File: src/rtl/noc_traffic_gen.sv
// Per-node NoC traffic generator: injects a programmed burst of multi-flit
// packets and checks every packet ejected at this node.
module noc_traffic_gen #(
    parameter int unsigned X_ID        = 0,
    parameter int unsigned Y_ID        = 0,
    parameter int unsigned X_SIZE      = 4,
    parameter int unsigned Y_SIZE      = 4,
    parameter int unsigned FLIT_W      = 32,
    parameter int unsigned MAX_PKT_LEN = 8,
    parameter logic [15:0] LFSR_SEED   = 16'hACE1
) (
    input  logic                               noc_clk_i,
    input  logic                               noc_rst_ni,
    input  logic                               start_i,
    input  logic [15:0]                        pkt_num_i,
    input  logic [$clog2(MAX_PKT_LEN+1)-1:0]   pkt_len_i,
    input  logic [1:0]                         dest_mode_i,
    input  logic [$clog2(X_SIZE)-1:0]          fixed_dst_x_i,
    input  logic [$clog2(Y_SIZE)-1:0]          fixed_dst_y_i,
    input  logic [7:0]                         gap_i,
    output logic                               tx_valid_o,
    input  logic                               tx_ready_i,
    output logic [FLIT_W-1:0]                  tx_flit_o,
    output logic                               tx_last_o,
    input  logic                               rx_valid_i,
    input  logic [FLIT_W-1:0]                  rx_flit_i,
    input  logic                               rx_last_i,
    output logic                               rx_ready_o,
    output logic                               busy_o,
    output logic                               done_o,
    output logic [15:0]                        tx_pkt_cnt_o,
    output logic [31:0]                        rx_flit_cnt_o,
    output logic [15:0]                        rx_err_cnt_o
);
    localparam int unsigned XW    = $clog2(X_SIZE);
    localparam int unsigned YW    = $clog2(Y_SIZE);
    localparam int unsigned LW    = $clog2(MAX_PKT_LEN + 1);
    localparam int unsigned SX_LO = XW + YW;
    localparam int unsigned SY_LO = 2 * XW + YW;

    localparam logic [XW-1:0] OWN_X = XW'(X_ID % X_SIZE);
    localparam logic [YW-1:0] OWN_Y = YW'(Y_ID % Y_SIZE);
    localparam logic [XW-1:0] TRN_X = XW'(Y_ID % X_SIZE);
    localparam logic [YW-1:0] TRN_Y = YW'(X_ID % Y_SIZE);
    localparam logic [XW-1:0] NBR_X = XW'((X_ID + 1) % X_SIZE);
    localparam logic [LW-1:0] MAX_LEN = LW'(MAX_PKT_LEN);

    localparam logic [1:0] ST_IDLE = 2'd0;
    localparam logic [1:0] ST_HEAD = 2'd1;
    localparam logic [1:0] ST_BODY = 2'd2;
    localparam logic [1:0] ST_GAP  = 2'd3;

    logic [1:0]    state_q, state_d;
    logic [15:0]   left_q, left_d, seq_q, seq_d, pkt_cnt_q, pkt_cnt_d, lfsr_q, lfsr_d;
    logic [LW-1:0] len_q, len_d, idx_q, idx_d;
    logic [7:0]    gap_q, gap_d, gcnt_q, gcnt_d;
    logic [1:0]    mode_q, mode_d, sel_mode;
    logic [XW-1:0] fx_q, fx_d, dx_q, dx_d, sel_fx, rnd_x, nxt_dx;
    logic [YW-1:0] fy_q, fy_d, dy_q, dy_d, sel_fy, rnd_y, nxt_dy;
    logic          done_q, done_d, eop, load_dst;

    // LFSR advances on every accepted head flit.
    assign lfsr_d = (state_q == ST_HEAD && tx_ready_i)
                  ? {lfsr_q[14:0], lfsr_q[15] ^ lfsr_q[13] ^ lfsr_q[12] ^ lfsr_q[10]}
                  : lfsr_q;

    // Destination for the next head; uses the post-advance LFSR so that a
    // head-only packet followed directly by another head sees a fresh value.
    always_comb begin
        sel_mode = (state_q == ST_IDLE) ? dest_mode_i   : mode_q;
        sel_fx   = (state_q == ST_IDLE) ? fixed_dst_x_i : fx_q;
        sel_fy   = (state_q == ST_IDLE) ? fixed_dst_y_i : fy_q;
        rnd_x    = lfsr_d[XW-1:0];
        rnd_y    = lfsr_d[XW+YW-1:XW];
        if (rnd_x == OWN_X && rnd_y == OWN_Y) rnd_x = rnd_x + XW'(1);
        case (sel_mode)
            2'd0:    begin nxt_dx = sel_fx; nxt_dy = sel_fy; end
            2'd1:    begin nxt_dx = rnd_x;  nxt_dy = rnd_y;  end
            2'd2:    begin nxt_dx = TRN_X;  nxt_dy = TRN_Y;  end
            default: begin nxt_dx = NBR_X;  nxt_dy = OWN_Y;  end
        endcase
    end

    // Transmit outputs decoded from the current state.
    always_comb begin
        tx_valid_o = (state_q == ST_HEAD) || (state_q == ST_BODY);
        tx_flit_o  = '0;
        tx_last_o  = 1'b0;
        if (state_q == ST_HEAD) begin
            tx_flit_o[XW-1:0]            = dx_q;
            tx_flit_o[XW+YW-1:XW]        = dy_q;
            tx_flit_o[SY_LO-1:SX_LO]     = OWN_X;
            tx_flit_o[SY_LO+YW-1:SY_LO]  = OWN_Y;
            tx_flit_o[FLIT_W-1 -: 16]    = seq_q;
            tx_last_o                    = (len_q == LW'(1));
        end else if (state_q == ST_BODY) begin
            tx_flit_o[FLIT_W-1 -: 16]    = seq_q;
            tx_flit_o[7:0]               = 8'(idx_q);
            tx_last_o                    = (idx_q == len_q - LW'(1));
        end
    end

    // Transmit FSM next-state logic.
    always_comb begin
        state_d   = state_q;
        left_d    = left_q;
        seq_d     = seq_q;
        pkt_cnt_d = pkt_cnt_q;
        len_d     = len_q;
        idx_d     = idx_q;
        gap_d     = gap_q;
        gcnt_d    = gcnt_q;
        mode_d    = mode_q;
        fx_d      = fx_q;
        fy_d      = fy_q;
        dx_d      = dx_q;
        dy_d      = dy_q;
        done_d    = 1'b0;
        eop       = 1'b0;
        load_dst  = 1'b0;
        case (state_q)
            ST_IDLE: begin
                if (start_i) begin
                    if (pkt_num_i == 16'd0) begin
                        done_d = 1'b1;
                    end else begin
                        left_d   = pkt_num_i;
                        len_d    = (pkt_len_i == '0) ? LW'(1)
                                 : (pkt_len_i > MAX_LEN) ? MAX_LEN : pkt_len_i;
                        gap_d    = gap_i;
                        mode_d   = dest_mode_i;
                        fx_d     = fixed_dst_x_i;
                        fy_d     = fixed_dst_y_i;
                        seq_d    = 16'd0;
                        state_d  = ST_HEAD;
                        load_dst = 1'b1;
                    end
                end
            end
            ST_HEAD: begin
                if (tx_ready_i) begin
                    if (tx_last_o) begin
                        eop = 1'b1;
                    end else begin
                        state_d = ST_BODY;
                        idx_d   = LW'(1);
                    end
                end
            end
            ST_BODY: begin
                if (tx_ready_i) begin
                    if (tx_last_o) eop = 1'b1;
                    else           idx_d = idx_q + LW'(1);
                end
            end
            default: begin
                if (gcnt_q <= 8'd1) begin
                    state_d  = ST_HEAD;
                    load_dst = 1'b1;
                end else begin
                    gcnt_d = gcnt_q - 8'd1;
                end
            end
        endcase
        if (eop) begin
            pkt_cnt_d = pkt_cnt_q + 16'd1;
            seq_d     = seq_q + 16'd1;
            left_d    = left_q - 16'd1;
            if (left_q == 16'd1) begin
                state_d = ST_IDLE;
                done_d  = 1'b1;
            end else if (gap_q != 8'd0) begin
                state_d = ST_GAP;
                gcnt_d  = gap_q;
            end else begin
                state_d  = ST_HEAD;
                load_dst = 1'b1;
            end
        end
        if (load_dst) begin
            dx_d = nxt_dx;
            dy_d = nxt_dy;
        end
    end

    // Transmit state registers.
    always_ff @(posedge noc_clk_i or negedge noc_rst_ni) begin
        if (!noc_rst_ni) begin
            state_q   <= ST_IDLE;
            left_q    <= '0;
            seq_q     <= '0;
            pkt_cnt_q <= '0;
            lfsr_q    <= LFSR_SEED;
            len_q     <= LW'(1);
            idx_q     <= '0;
            gap_q     <= '0;
            gcnt_q    <= '0;
            mode_q    <= '0;
            fx_q      <= '0;
            fy_q      <= '0;
            dx_q      <= '0;
            dy_q      <= '0;
            done_q    <= 1'b0;
        end else begin
            state_q   <= state_d;
            left_q    <= left_d;
            seq_q     <= seq_d;
            pkt_cnt_q <= pkt_cnt_d;
            lfsr_q    <= lfsr_d;
            len_q     <= len_d;
            idx_q     <= idx_d;
            gap_q     <= gap_d;
            gcnt_q    <= gcnt_d;
            mode_q    <= mode_d;
            fx_q      <= fx_d;
            fy_q      <= fy_d;
            dx_q      <= dx_d;
            dy_q      <= dy_d;
            done_q    <= done_d;
        end
    end

    assign busy_o       = (state_q != ST_IDLE);
    assign done_o       = done_q;
    assign tx_pkt_cnt_o = pkt_cnt_q;

    // Receive checker.
    logic        rx_exp_head_q, rx_err;
    logic [7:0]  rx_exp_idx_q;
    logic [15:0] rx_seq_q, rx_err_cnt_q;
    logic [31:0] rx_flit_cnt_q;
    logic        unused_rx_bits;

    assign unused_rx_bits = ^rx_flit_i;

    // One error per offending flit, whichever field is wrong.
    always_comb begin
        rx_err = 1'b0;
        if (rx_valid_i) begin
            if (rx_exp_head_q) begin
                rx_err = (rx_flit_i[XW-1:0] != OWN_X) || (rx_flit_i[XW+YW-1:XW] != OWN_Y);
            end else begin
                rx_err = (rx_flit_i[7:0] != rx_exp_idx_q)
                      || (rx_flit_i[FLIT_W-1 -: 16] != rx_seq_q);
            end
        end
    end

    // Receive expectation tracking and counters.
    always_ff @(posedge noc_clk_i or negedge noc_rst_ni) begin
        if (!noc_rst_ni) begin
            rx_exp_head_q <= 1'b1;
            rx_exp_idx_q  <= '0;
            rx_seq_q      <= '0;
            rx_flit_cnt_q <= '0;
            rx_err_cnt_q  <= '0;
        end else if (rx_valid_i) begin
            rx_flit_cnt_q <= rx_flit_cnt_q + 32'd1;
            if (rx_exp_head_q) begin
                rx_seq_q     <= rx_flit_i[FLIT_W-1 -: 16];
                rx_exp_idx_q <= 8'd1;
            end else begin
                rx_exp_idx_q <= rx_exp_idx_q + 8'd1;
            end
            rx_exp_head_q <= rx_last_i;
            if (rx_err && rx_err_cnt_q != 16'hFFFF) rx_err_cnt_q <= rx_err_cnt_q + 16'd1;
        end
    end

    assign rx_ready_o    = 1'b1;
    assign rx_flit_cnt_o = rx_flit_cnt_q;
    assign rx_err_cnt_o  = rx_err_cnt_q;

endmodule

File: config.mk
export PLATFORM = sky130hd
export DESIGN_NAME = noc_traffic_gen
export DESIGN_NICKNAME = d
export VERILOG_FILES = /design/src/rtl/noc_traffic_gen.sv
export SDC_FILE = /design/constraint.sdc
export NUM_CORES = 1
export LEC_CHECK = 0
export CAP_MARGIN = 10
export CORE_ASPECT_RATIO = 0.9
export CORE_MARGIN = 2
export CORE_UTILIZATION = 45
export DETAILED_ROUTE_END_ITERATION = 10
export PLACE_DENSITY = 0.78
export SETUP_SLACK_MARGIN = 0.05
export SLEW_MARGIN = 20
export SYNTH_ARGS = -nofsm -noshare
export SYNTH_HDL_FRONTEND = slang
export SYNTH_SLANG_ARGS = --single-unit
export TNS_END_PERCENT = 100
File: constraint.sdc
create_clock -name noc_clk_i -period 2.5 [get_ports noc_clk_i]
set_clock_uncertainty 0.05 [all_clocks]
set_input_delay 0.625 -clock noc_clk_i [delete_from_list [all_inputs] [get_ports noc_clk_i]]
set_output_delay 0.625 -clock noc_clk_i [all_outputs]
set_load 0.03 [all_outputs]
==> results.ini <==
[critical_path]
crit_fanout=2
cp-end-kind=primary output
cp_slowest_stage_delay_ns=0.54
worstSetupStartpointType=flip-flop
arrival_ns=2.04
required_ns=1.82
critPathKind=reg -> out
path_cells=inv_2, ha_4, xor2_1, nand3_1, o31a_1, inv_4, buf_6
cpMaxStageDelayCell=dfstp_2

[power]
power_density_nw_per_um2=905.0
power_leakage_nw=5.551
vdd_drop_max_v=0.0006692
total_power_mw=11.35

[global_routing]
grt_pass1_vias=7473
antenna_found_initial=0
grt-ovfl-total=0
grt_max_degree=66
grt_pass1_wl_um=37660
grt_use_total_pct=22.23

[yosys]
ys_warn_count=0
synth-edff-count=0
synth_area_sq_um=8871
yosys_register_bits=174
syn_inst=879
seq_area_frac_synth_pct=49.22
async_reset_ff_share_pct=100.0
synth_area_per_cell_sq_um=10.09
synth_cell_types=60
synth_flop_cell=dfrtp_1

[cts]
clockBufferDepth=2
cts_buffers=17
htree_levels=4
cts_root_buffer=clkbuf_16
clk_pin_slew_ns=0.07
clk_latency_ns=0.43
clock-sinks=174
cts_tree=built

[layout]
final_nets=1210
drive_above_1_share_pct=24.69
nFillCells=1467
num_antenna_cells=0
area_delta_synth_final_pct=41.41

[route]
drc_errors=0
drt-total-wl_um=23750
wl_per_cell_um=17.16
vias_per_cell=5.512
detail_route.iter0.violations=507
vias=7629
dr.pass1.iters=5
ant_nets=0

[placement]
globalplace.congestion=0.8669
io_buffers=151
hpwl_um=15400
dp_slack_ns=-0.3467

[floorplan]
ios=173
coreArea_sq_um=19280
rows=48
die_w_um=152
die_area_sq_um=20850
die_h_um=137.2
start_util_pct=46.02

[sta]
fin_crit_sh_pct=108.4
worstMarginPinSlew_ns=0.6868
drv_slew=0
clock.fmax_mhz=368.9
slew_headroom_pct=53.79
hold_violations=0
finalSetupViolCount=45
fin_ws_ns=-0.2108
rsz0062_at_grt=yes
fin_tns_setup_ns=-3.006
timing.hold.ws_ns=0.009234
fin_crit_ns=2.711

[job]
cap_violations=0

[outcome]
status=complete, but fails checks
violations=setup timing

[hold_path]
hold_class=in -> async

[synthesized netlist by cell type, drive strengths merged (5+ instances only)]
cell / instances / area [sq um]
o211ai: 7 / 52.55
nand3: 50 / 250.2
dfstp: 10 / 262.8
nor3: 19 / 95.09
dfrtp: 164 / 4104
buf: 26 / 160.2
and4: 5 / 43.79
a211oi: 5 / 37.54
mux2i: 8 / 80.08
nor2: 35 / 131.4
nand4: 33 / 206.5
mux2: 36 / 405.4
a22o: 6 / 52.55
or3: 10 / 62.56
a31oi: 7 / 43.79
o21ai: 32 / 163.9
clkbuf: 21 / 78.83
a21oi: 24 / 131.4
and3: 23 / 143.9
nor4: 16 / 100.1
nor2b: 17 / 106.4
xnor2: 76 / 665.6
inv: 27 / 101.3
xor2: 28 / 245.2
o22ai: 10 / 62.56
ha: 17 / 212.7
nand2: 115 / 431.7
[final timing paths]
check                                  start           endpoint  slack (ns)  cells after the start
setup / recovery                    len_q[0]          tx_last_o       -0.21                      7
hold / removal                    noc_rst_ni           len_q[2]       0.009                      1
setup reg to reg                    len_q[0]          left_q[9]       -0.18                     12
hold reg to reg            rx_flit_cnt_o[31]  rx_flit_cnt_o[31]        0.42                      1
max in group asynchronous         noc_rst_ni   rx_flit_cnt_o[6]        1.69                      2
min in group noc_clk_i     rx_flit_cnt_o[31]  rx_flit_cnt_o[31]        0.42                      1
[placed cells by master, fill, tap and decap left out, drive strengths merged, types with 8 or more instances in the layout]
cell type,instances
xnor2,76
buf,132
or3,10
dfrtp,164
mux2,36
clkdlybuf4s50,126
nor4,16
nand4,33
nor3,19
dfstp,10
ha,17
inv,36
mux2i,8
o21ai,32
nand3,50
nand2,115
conb,13
nor2b,17
xor2,28
nor2,35
o22ai,10
and3,23
clkbuf,17
a21oi,24
[routing by layer]
metal | vias to the layer above | share of wire, % | global-route usage [%]
met5 | - | 0 | 0
li1 | 3586 | - | -
met3 | 39 | 5.9 | 6.386
met1 | 3778 | 44 | 29.77
met4 | 0 | 1.8 | 6.334
met2 | 226 | 48 | 35.61
[report_power, final]
group | internal (mW) | switching, mW
clock | 1.32 | 1.25
sequential | 3.43 | 0.691
combinational | 2.23 | 2.43
total | 6.98 | 4.37
[critical path, delay by kind of cell (launching register included)]
kind | cells | cell delay [ns]
xor gates and xnor gates | 1 | 0.16
AOI/OAI and AO/OA | 1 | 0.30
and+or+nand+nor | 1 | 0.09
buffers and inverters | 3 | 0.27
DFF | 1 | 0.54
adders and majority gates | 1 | 0.25
[cells by family after synthesis]
family	Yosys count	synth area share (%)
simple gates	345	19.66
flops	174	49.22
compound gates	119	9.055
xor+xnor	104	10.27
buf+inv	74	3.836
mux	44	5.473
fa+ha+maj	17	2.398
other cells	2	0.08466
[final cells by class]
cell class	count	area (sq um)	share of cell area, %
multi-input combinational	642	4716	37.59
sequential	174	4368	34.82
timing repair buffer	259	2476	19.74
clock buffer	17	425.4	3.391
tap	250	312.8	2.494
clock inverter	15	142.6	1.137
inverter	27	103.9	0.8279
[sequential cells by signal, indices dropped and copies added, names as in the netlist, 4 cells and up]
name           cells
gap_q              8
gcnt_q             8
idx_q              4
left_q            16
len_q              4
lfsr_q            16
rx_err_cnt_o      16
rx_exp_idx_q       8
rx_flit_cnt_o     32
rx_seq_q          16
seq_q             16
tx_pkt_cnt_o      16
[metrics by stage]
stage | instance area, sq um | util [%] | instances
CTS | 12070 | 62.59 | 1368
finish | 12540 | 65.07 | 1384
floorplan | 8942 | - | 890
detailed placement | 11160 | 57.87 | 1321
global route | 12540 | 65.07 | 1384
global placement | 11160 | 57.87 | 1321
[timing repair]
action	CTS	global route
hold buffers	0	0
pin swaps	22	32
gates resized for setup	146	107
buffers inserted	12	15
endpoints found under the setup margin	50	76
cloned	3	3
Note: power is estimated with default switching activity, not from simulation.
